File: config.mk
export PLATFORM = sky130hd
export DESIGN_NAME = craft_dec_tweakey_stream_flat
export DESIGN_NICKNAME = d
export VERILOG_FILES = /design/src/rtl/craft_pkg.sv /design/src/rtl/craft_dec_tweakey_stream_if.sv /design/src/rtl/craft_rc_lfsr_inv.sv /design/src/rtl/craft_dec_tweakey_stream.sv /design/src/flat_wrapper.sv
export SDC_FILE = /design/constraint.sdc
export NUM_CORES = 1
export LEC_CHECK = 0
export CORE_UTILIZATION = 54
export CTS_BUF_LIST = sky130_fd_sc_hd__clkbuf_8 sky130_fd_sc_hd__clkbuf_16
export DETAILED_ROUTE_END_ITERATION = 10
export PLACE_DENSITY_LB_ADDON = 0.12
export SLEW_MARGIN = 40
export SYNTH_ARGS = -nofsm -noshare
export SYNTH_HDL_FRONTEND = slang
export SYNTH_SLANG_ARGS = --single-unit
File: constraint.sdc
create_clock -name clk -period 3.4 [get_ports clk]
set_clock_uncertainty 0.15 [all_clocks]
set_input_delay 0.51 -clock clk [delete_from_list [all_inputs] [get_ports clk]]
set_output_delay 0.51 -clock clk [all_outputs]
set_load 0.005 [all_outputs]
File: src/rtl/craft_pkg.sv
// Shared CRAFT constants, tweak permutation and tweakey FSM state type.
// Pure definitions; no timing or flow control of its own.
package craft_pkg;

  localparam int          CRAFT_ROUNDS = 32;
  localparam logic [3:0]  RC_A_LAST    = 4'h8;
  localparam logic [2:0]  RC_B_LAST    = 3'h5;

  // Nibble j of this constant (nibble 0 = MSB) is the source index Q[j].
  localparam logic [63:0] Q_TABLE      = 64'hCAF5_E892_B374_601D;

  typedef enum logic [1:0] {
    ST_IDLE,
    ST_LOAD,
    ST_STREAM,
    ST_DONE
  } state_t;

  function automatic logic [63:0] q_perm(input logic [63:0] t);
    logic [63:0] r;
    logic [3:0]  qi;
    r = '0;
    for (int j = 0; j < 16; j++) begin
      qi = Q_TABLE[63-4*j -: 4];
      r[63-4*j -: 4] = t[63-4*int'(qi) -: 4];
    end
    return r;
  endfunction

  // Rows are nibbles 0-3, 4-7, 8-11, 12-15 of the 64-bit state.
  function automatic logic [63:0] mix_column(input logic [63:0] t);
    logic [63:0] r;
    r = t;
    r[63:48] = t[63:48] ^ t[31:16] ^ t[15:0];
    r[47:32] = t[47:32] ^ t[15:0];
    return r;
  endfunction

endpackage

File: src/rtl/craft_dec_tweakey_stream_if.sv
// Nibble stream from the tweakey generator to the serial decryption core.
// Valid/ready handshake; producer holds all fields while ready is low.
interface craft_dec_tweakey_stream_if;
  logic       out_valid;
  logic       out_ready;
  logic [3:0] out;
  logic [7:0] rc;
  logic [4:0] round;
  logic       last;

  modport master (output out_valid, out, rc, round, last, input out_ready);
  modport slave  (input out_valid, out, rc, round, last, output out_ready);
endinterface

File: src/rtl/craft_rc_lfsr_inv.sv
// Round-constant LFSR pair stepped backwards (round 31 towards 0).
// Updates on load/step the cycle they are asserted; no backpressure of its own.
module craft_rc_lfsr_inv
  import craft_pkg::*;
(
  input  logic       clk,
  input  logic       rst_n,
  input  logic       load,
  input  logic       step,
  output logic [3:0] a,
  output logic [2:0] b,
  output logic [7:0] rc
);

  always_ff @(posedge clk or negedge rst_n) begin
    if (!rst_n) begin
      a <= 4'h0;
      b <= 3'h0;
    end else if (load) begin
      a <= RC_A_LAST;
      b <= RC_B_LAST;
    end else if (step) begin
      a <= {a[2:0], a[3] ^ a[0]};
      b <= {b[1:0], b[2] ^ b[0]};
    end
  end

  assign rc = {a, 1'b0, b};

endmodule

File: src/rtl/craft_dec_tweakey_stream.sv
// CRAFT decryption round-tweakey generator: rounds 31..0, 16 nibbles each; CRAFT_DEC_MC_TK_EN adds MixColumn.
// 1 LOAD bubble + 16 handshakes per round; out_ready low stalls with all outputs held.
module craft_dec_tweakey_stream
  import craft_pkg::*;
#(
  parameter int ROUNDS = CRAFT_ROUNDS
) (
  input  logic                              clk,
  input  logic                              rst_n,
  input  logic                              start,
  input  logic [127:0]                      key,
  input  logic [63:0]                       tweak,
  output logic                              busy,
  output logic                              done,
  craft_dec_tweakey_stream_if.master        tk_if
);

  state_t       state, state_nxt;
  logic [127:0] key_q;
  logic [63:0]  tweak_q;
  logic [63:0]  sreg;
  logic [63:0]  tk;
  logic [3:0]   cnt;
  logic [4:0]   round_q;
  logic [3:0]   rc_a;
  logic [2:0]   rc_b;
  logic [7:0]   rc;
  logic         init, load, step, hs;

  assign hs = (state == ST_STREAM) && tk_if.out_ready;

  always_ff @(posedge clk or negedge rst_n) begin
    if (!rst_n) state <= ST_IDLE;
    else        state <= state_nxt;
  end

  always_comb begin
    state_nxt = state;
    init      = 1'b0;
    load      = 1'b0;
    step      = 1'b0;
    case (state)
      ST_IDLE: begin
        if (start) begin
          init      = 1'b1;
          state_nxt = ST_LOAD;
        end
      end
      ST_LOAD: begin
        load      = 1'b1;
        state_nxt = ST_STREAM;
      end
      ST_STREAM: begin
        if (hs && cnt == 4'hF) begin
          if (round_q != 5'd0) begin
            step      = 1'b1;
            state_nxt = ST_LOAD;
          end else begin
            state_nxt = ST_DONE;
          end
        end
      end
      ST_DONE:  state_nxt = ST_IDLE;
      default:  state_nxt = ST_IDLE;
    endcase
  end

  // Even rounds take K0, and rounds with bit 1 set use the permuted tweak.
  always_comb begin
    tk = (round_q[0] ? key_q[63:0] : key_q[127:64]) ^
         (round_q[1] ? q_perm(tweak_q) : tweak_q);
    tk[47:44] = tk[47:44] ^ rc_a;
    tk[43:40] = tk[43:40] ^ {1'b0, rc_b};
`ifdef CRAFT_DEC_MC_TK_EN
    tk = mix_column(tk);
`endif
  end

  always_ff @(posedge clk or negedge rst_n) begin
    if (!rst_n) begin
      key_q   <= '0;
      tweak_q <= '0;
      sreg    <= '0;
      cnt     <= 4'h0;
      round_q <= 5'd0;
    end else begin
      if (init) begin
        key_q   <= key;
        tweak_q <= tweak;
        round_q <= 5'(ROUNDS - 1);
      end
      if (load) begin
        sreg <= tk;
        cnt  <= 4'h0;
      end
      if (hs) begin
        sreg <= {sreg[59:0], 4'h0};
        cnt  <= cnt + 4'd1;
        if (cnt == 4'hF && round_q != 5'd0) round_q <= round_q - 5'd1;
      end
    end
  end

  craft_rc_lfsr_inv u_rc (
    .clk   (clk),
    .rst_n (rst_n),
    .load  (init),
    .step  (step),
    .a     (rc_a),
    .b     (rc_b),
    .rc    (rc)
  );

  assign tk_if.out_valid = (state == ST_STREAM);
  assign tk_if.out       = sreg[63:60];
  assign tk_if.rc        = rc;
  assign tk_if.round     = round_q;
  assign tk_if.last      = (state == ST_STREAM) && (round_q == 5'd0) && (cnt == 4'hF);
  assign busy            = (state != ST_IDLE);
  assign done            = (state == ST_DONE);

endmodule

File: src/flat_wrapper.sv
// flat-port wrapper written by rule: the top's interface ports become plain ports
module craft_dec_tweakey_stream_flat import craft_pkg::*;
#(
  parameter int ROUNDS = CRAFT_ROUNDS
)
  (clk, rst_n, start, key, tweak, busy, done, tk_if_out_valid, tk_if_out, tk_if_rc, tk_if_round, tk_if_last, tk_if_out_ready);
  craft_dec_tweakey_stream_if tk_if_i ();
  input  logic clk;
  input  logic rst_n;
  input  logic start;
  input  logic [127:0] key;
  input  logic [63:0] tweak;
  output logic busy;
  output logic done;
  output wire logic [$bits(tk_if_i.out_valid)-1:0] tk_if_out_valid;
  output wire logic [$bits(tk_if_i.out)-1:0] tk_if_out;
  output wire logic [$bits(tk_if_i.rc)-1:0] tk_if_rc;
  output wire logic [$bits(tk_if_i.round)-1:0] tk_if_round;
  output wire logic [$bits(tk_if_i.last)-1:0] tk_if_last;
  input wire logic [$bits(tk_if_i.out_ready)-1:0] tk_if_out_ready;
  assign tk_if_out_valid = tk_if_i.out_valid;
  assign tk_if_out = tk_if_i.out;
  assign tk_if_rc = tk_if_i.rc;
  assign tk_if_round = tk_if_i.round;
  assign tk_if_last = tk_if_i.last;
  assign tk_if_i.out_ready = tk_if_out_ready;
  craft_dec_tweakey_stream #(.ROUNDS(ROUNDS)) u_core (.clk(clk), .rst_n(rst_n), .start(start), .key(key), .tweak(tweak), .busy(busy), .done(done), .tk_if(tk_if_i));
endmodule
=== Yosys cells after proc, flatten, opt, wreduce, memory -nomap -nowiden ===
Cells that the tools add are included.

* Flip-flop bits (word level): 274
* Bits of input ports: 196
* Output and inout port bits: 21
* Logic and storage cells: 56

* Add/sub/neg operators: 2
* Equality and inequality tests: 6
* Mux-type cells: 23
* Bitwise logic cells: 5
* Reductions and logical operators: 12

{| class="wikitable"
|+ Operators by type and width
! operator !! number
|-
| 64-bit 2-to-1 mux || 4
|-
| 64-bit bitwise XOR || 1
|-
| 4-bit 2-to-1 mux || 4
|-
| 5-bit 2-to-1 mux || 3
|-
| 2-bit one-hot mux with 4 select lines || 1
|-
| 1-bit 2-to-1 mux || 6
|-
| 2-bit 2-to-1 mux || 3
|-
| 3-bit 2-to-1 mux || 2
|-
| 2-bit nonzero test || 3
|-
| 1-bit logical AND || 5
|-
| 5-bit logical NOT || 1
|-
| 5-bit nonzero test || 1
|-
| 5-bit by 1-bit subtractor with 5-bit output, second input constant || 1
|-
| 4-bit by 1-bit adder with 4-bit output, second input constant || 1
|-
| 2-bit == test, second input constant || 2
|-
| 4-bit == test, second input constant || 1
|-
| 4-bit by 3-bit bitwise XOR with 4-bit output || 1
|-
| 4-bit bitwise XOR || 1
|-
| 2-bit by 1-bit == test with 1-bit output, second input constant || 1
|-
| 2-bit logical NOT || 1
|-
| 2-bit by 1-bit != test with 1-bit output, second input constant || 1
|-
| 2-bit != test, second input constant || 1
|-
| 2-bit AND reduction || 1
|-
| 1-bit bitwise XOR || 2
|}

=== Longest topological paths before layout ===
* Word-level depth: 7
* Depth in mapped cells: 10
* Gate-level depth less buffers: 5

=== Cells and area by module ===
Synthesis repeated with hierarchy kept, for this count alone.

* Cells, all modules: 993
* Area total of the unflattened synthesis: 12,872.3 µm²

{| class="wikitable"
|+ Modules (own cells, without submodules)
! module !! instances !! cells an instance !! area each (µm²) !! seq. area each (µm²)
|-
| craft_dec_tweakey_stream || 1 || 960 || 12,505.7 || 6,681.4
|-
| craft_rc_lfsr_inv || 1 || 33 || 366.6 || 175.2
|}

=== Worst setup path after synthesis ===
OpenSTA, ideal clock, no wires.

* Kind: flip-flop to flip-flop
* Start: reg u_core.round_q[0] (netlist: u_core.tk_if.round[0])
* End: reg u_core.round_q[2] (netlist: u_core.tk_if.round[2])
* Data arrival time: 2,329 ps
* Path slack: 795 ps
* Stages on the path, launching flop included: 11
* Buffers on the path: 5
* Period minus slack after synthesis: 2,605 ps
* Cell sequence: dfrtp_1 clkbuf_1 buf_2 buf_2 inv_1 ha_1 or4b_1 buf_6 and3_4 buf_6 o32a_1

* Longest elaborated chain between the ends: 4

{| class="wikitable"
|+ RTL lines
! item !! line !! source
|-
| start: declaration || craft_dec_tweakey_stream.sv:24 || <nowiki>logic [4:0] round_q;</nowiki>
|-
| start signal: assignment || craft_dec_tweakey_stream.sv:90 || <nowiki>round_q <= 5'(ROUNDS - 1);</nowiki>
|-
| start signal: assignment || craft_dec_tweakey_stream.sv:99 || <nowiki>if (cnt == 4'hF && round_q != 5'd0) round_q <= round_q - 5'd1;</nowiki>
|-
| parallel branches: the longest is 2 deep, another holds 5-bit by 1-bit subtractor with 5-bit output || -- ||
|-
| 5-bit 2-to-1 mux * || craft_dec_tweakey_stream.sv:99 ||
|-
| 5-bit 2-to-1 mux * || craft_dec_tweakey_stream.sv:96 || <nowiki>if (hs) begin</nowiki>
|}

Mark *: on every way between the ends.
A chain may end at the register's enable or synchronous reset.

=== Worst setup path after layout ===
* Start: reg u_core.cnt[0]
* End: out tk_if_last

* Longest elaborated chain between the ends: 2

{| class="wikitable"
|+ RTL lines
! item !! line !! source
|-
| start: declaration || craft_dec_tweakey_stream.sv:23 || <nowiki>logic [3:0] cnt;</nowiki>
|-
| start signal: assignment || craft_dec_tweakey_stream.sv:98 || <nowiki>cnt <= cnt + 4'd1;</nowiki>
|-
| 4-bit == test || craft_dec_tweakey_stream.sv:118 || <nowiki>assign tk_if.last = (state == ST_STREAM) && (round_q == 5'd0) && (cnt == 4'hF);</nowiki>
|-
| 1-bit logical AND || craft_dec_tweakey_stream.sv:118 ||
|-
| end: declaration || flat_wrapper.sv:19 || <nowiki>output wire logic [$bits(tk_if_i.last)-1:0] tk_if_last;</nowiki>
|}

Every way passes these cells.

==> out/metrics.yaml <==
global_routing:
  antenna_found_initial: 0
  grt-ovfl-total: 0
  grt_usage_pct: 27.17
  grt_max_degree: 94
  grt_pass1_vias: 9627
  grt_pass1_wl_um: 51490
logic_synthesis:
  synth-edff-count: 0
  ys_seq_elements: 274
  syn_avg_cell_area_um2: 9.195
  synthFlopType: "dfrtp_1"
  netlist_instances: 1397
  yosysSeqAreaShare_pct: 53.38
  synth_area_um2: 12840
  synth_warnings: 0
  async_flop_share_pct: 100.0
  syn_nets: 1595
  ys_types: 35
sta:
  hold_viol: 0
  slew_headroom_pct: 46.24
  setup_viol: 0
  grt_setup_unrepaired: "false"
  fmax_mhz: 330.2
  finalCritPeriodShare_pct: 89.06
  setup_tns_ns: 0
  tightest_slew_ns: 0.8063
  slew_violations: 0
  layout_min_cycle_time_ns: 3.028
clocking:
  clockBufferDepth: 3
  clk_pin_slew_ns: 0.06
  hold_buffers: 1
  postCtsResizedCells: 0
  htreeDepth: 1
  post_cts_buffers: 0
  cts_tree: "done"
  cts_inserted_buffers: 28
  cts_sinks: 274
  clock-root-buffer: "clkbuf_16"
  insertion_delay_ns: 0.55
drt:
  ant_nets: 0
  viasPerCell: 5.277
  dr.max_layer_used: "met4"
  wl_met1_um: 14640
  wl_per_cell_um: 16.79
  dr.pass1.iters: 5
  dr_wl_met2_um: 14680
  drc_errors: 0
  wirelength_um: 31950
  vias: 10040
  met3_length_um: 1875
  drt_iter0_drc: 838
power:
  p_clk_share_pct: 21.8
  leakage_nw: 8.482
  internal_power_w: 0.008420
  switchingPower_w: 0.004770
  ir_drop_mv: 0.3824
  seqPwrFrac_pct: 43.8
  swShare_pct: 36.16
  power_density_nw_per_um2: 818.1
  p_comb_share_pct: 34.4
floorplan:
  row_count: 56
  io_pins: 217
  die_h_um: 156.2
  chipWidth_um: 156.2
  dieArea_um2: 24410
  core_um2: 23400
  start_util_pct: 54.89
worst_setup_path:
  cp-startpoint: "u_core.cnt[0]"
  reg2reg_slack_ns: 0.95
  timing.rr.start: "u_core.tk_if.round[1]"
  r2r_cells: 5
  crit_path_max_fanout: 13
  crit_arrival_ns: 2.37
  worst_setup_path_start_kind: "register"
  cp.required_ns: 2.74
  endpoint_kind: "primary output"
  critPathKind: "register to primary output"
outcome:
  status: "completed"
placement:
  place.port_buffers: 215
  gp_congestion: 0.8097
  dp.cells: 1852
  dp_hpwl_um: 22010
min_path:
  hold_depth: 2
  worstHoldStart: "u_core.key_q[68]"
  hold_class: "register to register"
finish:
  syn2layout_area_growth_pct: 25.52
  nNetsFinal: 1763
  diodes: 0
  final_cell_mix: "nand2_1 (646), dfrtp_1 (272), clkdlybuf4s50_1 (214)"
  final_common_cell: "nand2_1"
  drive_above_1_share_pct: 4.609
  final_cells: 1903
flow_run:
  max-cap-violations: 0
[path summary, 6_finish.rpt]
kind                                               to
worst max-delay path                       tk_if_last
worst min-delay path                 u_core.key_q[68]
worst max register to register  u_core.tk_if.round[2]
worst min register to register       u_core.key_q[68]
max in group asynchronous            u_core.key_q[62]
min in group asynchronous            u_core.key_q[42]
[power by group through the flow]
stage / clock, W / combinational, W / sequential [W]
after global routing: 0.00305 / 0.00511 / 0.00594
after global placement: 0 / 0.00438 / 0.00574
after detailed placement: 0 / 0.00454 / 0.00578
after CTS: 0.00292 / 0.00458 / 0.00576
after floorplan: 0 / 0.00337 / 0.00541
final: 0.00287 / 0.00454 / 0.00578
[cells in the mapped netlist (5+ instances only)]
cell	instances	share of area, %
xnor2_1	57	3.9
nand4_1	9	0.44
inv_1	5	0.15
o211ai_1	60	3.5
nand2_1	646	19
o21ai_0	11	0.43
xnor3_1	7	1.2
clkbuf_1	60	1.8
mux2i_1	135	11
dfrtp_1	274	53
nand3_1	67	2.6
buf_2	27	1.1
nor2_1	6	0.18
buf_4	5	0.29
[registers in the layout, indices dropped and copies added (netlist names)]
register / cells
u_core.cnt: 4
u_core.key_q: 128
u_core.sreg: 64
u_core.state: 2
u_core.tk_if.round: 5
u_core.tweak_q: 64
u_core.u_rc.a: 4
u_core.u_rc.b: 3
[worst max-delay path, stage by stage (launching register included)]
cell,delay (ns)
dfrtp_1,0.39
ha_1,0.19
and3_1,0.45
nand3_1,0.14
nor3_1,0.15
clkdlybuf4s50_1,0.52
[cells by family after synthesis]
logic type      Yosys count  synth area share [%]
simple gates            742                 22.92
flops                   274                 53.38
mux                     135                 10.52
buf+inv                 103                 3.536
compound gates           75                 4.237
xor+xnor                 65                 5.182
fa+ha+maj                 2                0.1948
other cells               1               0.02919
[cell type report]
type	count	area, um2
Fill cell	1916	7279
Inverter	5	18.77
Clock buffer	34	783.3
Sequential cell	274	6864
Multi-Input combinational cell	1020	5550
Tap cell	319	399.1
Timing Repair Buffer	236	2430
Clock inverter	15	77.57
[per-layer routing]
layer  global-route usage, %  up-vias
met5                       0        -
met4                   7.563        0
met3                   3.572       50
met2                   41.35      311
met1                   40.89     4816
li1                        -     4865
[through the flow]
step | area, um2 | util (%) | power (W) | setup WS [ns] | hold WS, ns
2_1_floorplan | 12840 | - | 0.008783 | 0.7952 | 0.06441
3_3_place_gp | 15230 | 65.09 | 0.01012 | 0.7753 | 0.3069
3_5_place_dp | 15230 | 65.09 | 0.01033 | 0.7336 | 0.3115
4_1_cts | 16100 | 68.81 | 0.01326 | 0.3563 | 0.3208
5_1_grt | 16120 | 68.89 | 0.01410 | 0.1772 | 0.3274
6_report | 16120 | 68.89 | 0.01319 | 0.3719 | 0.3214
Power figures use the tool's default switching activity.
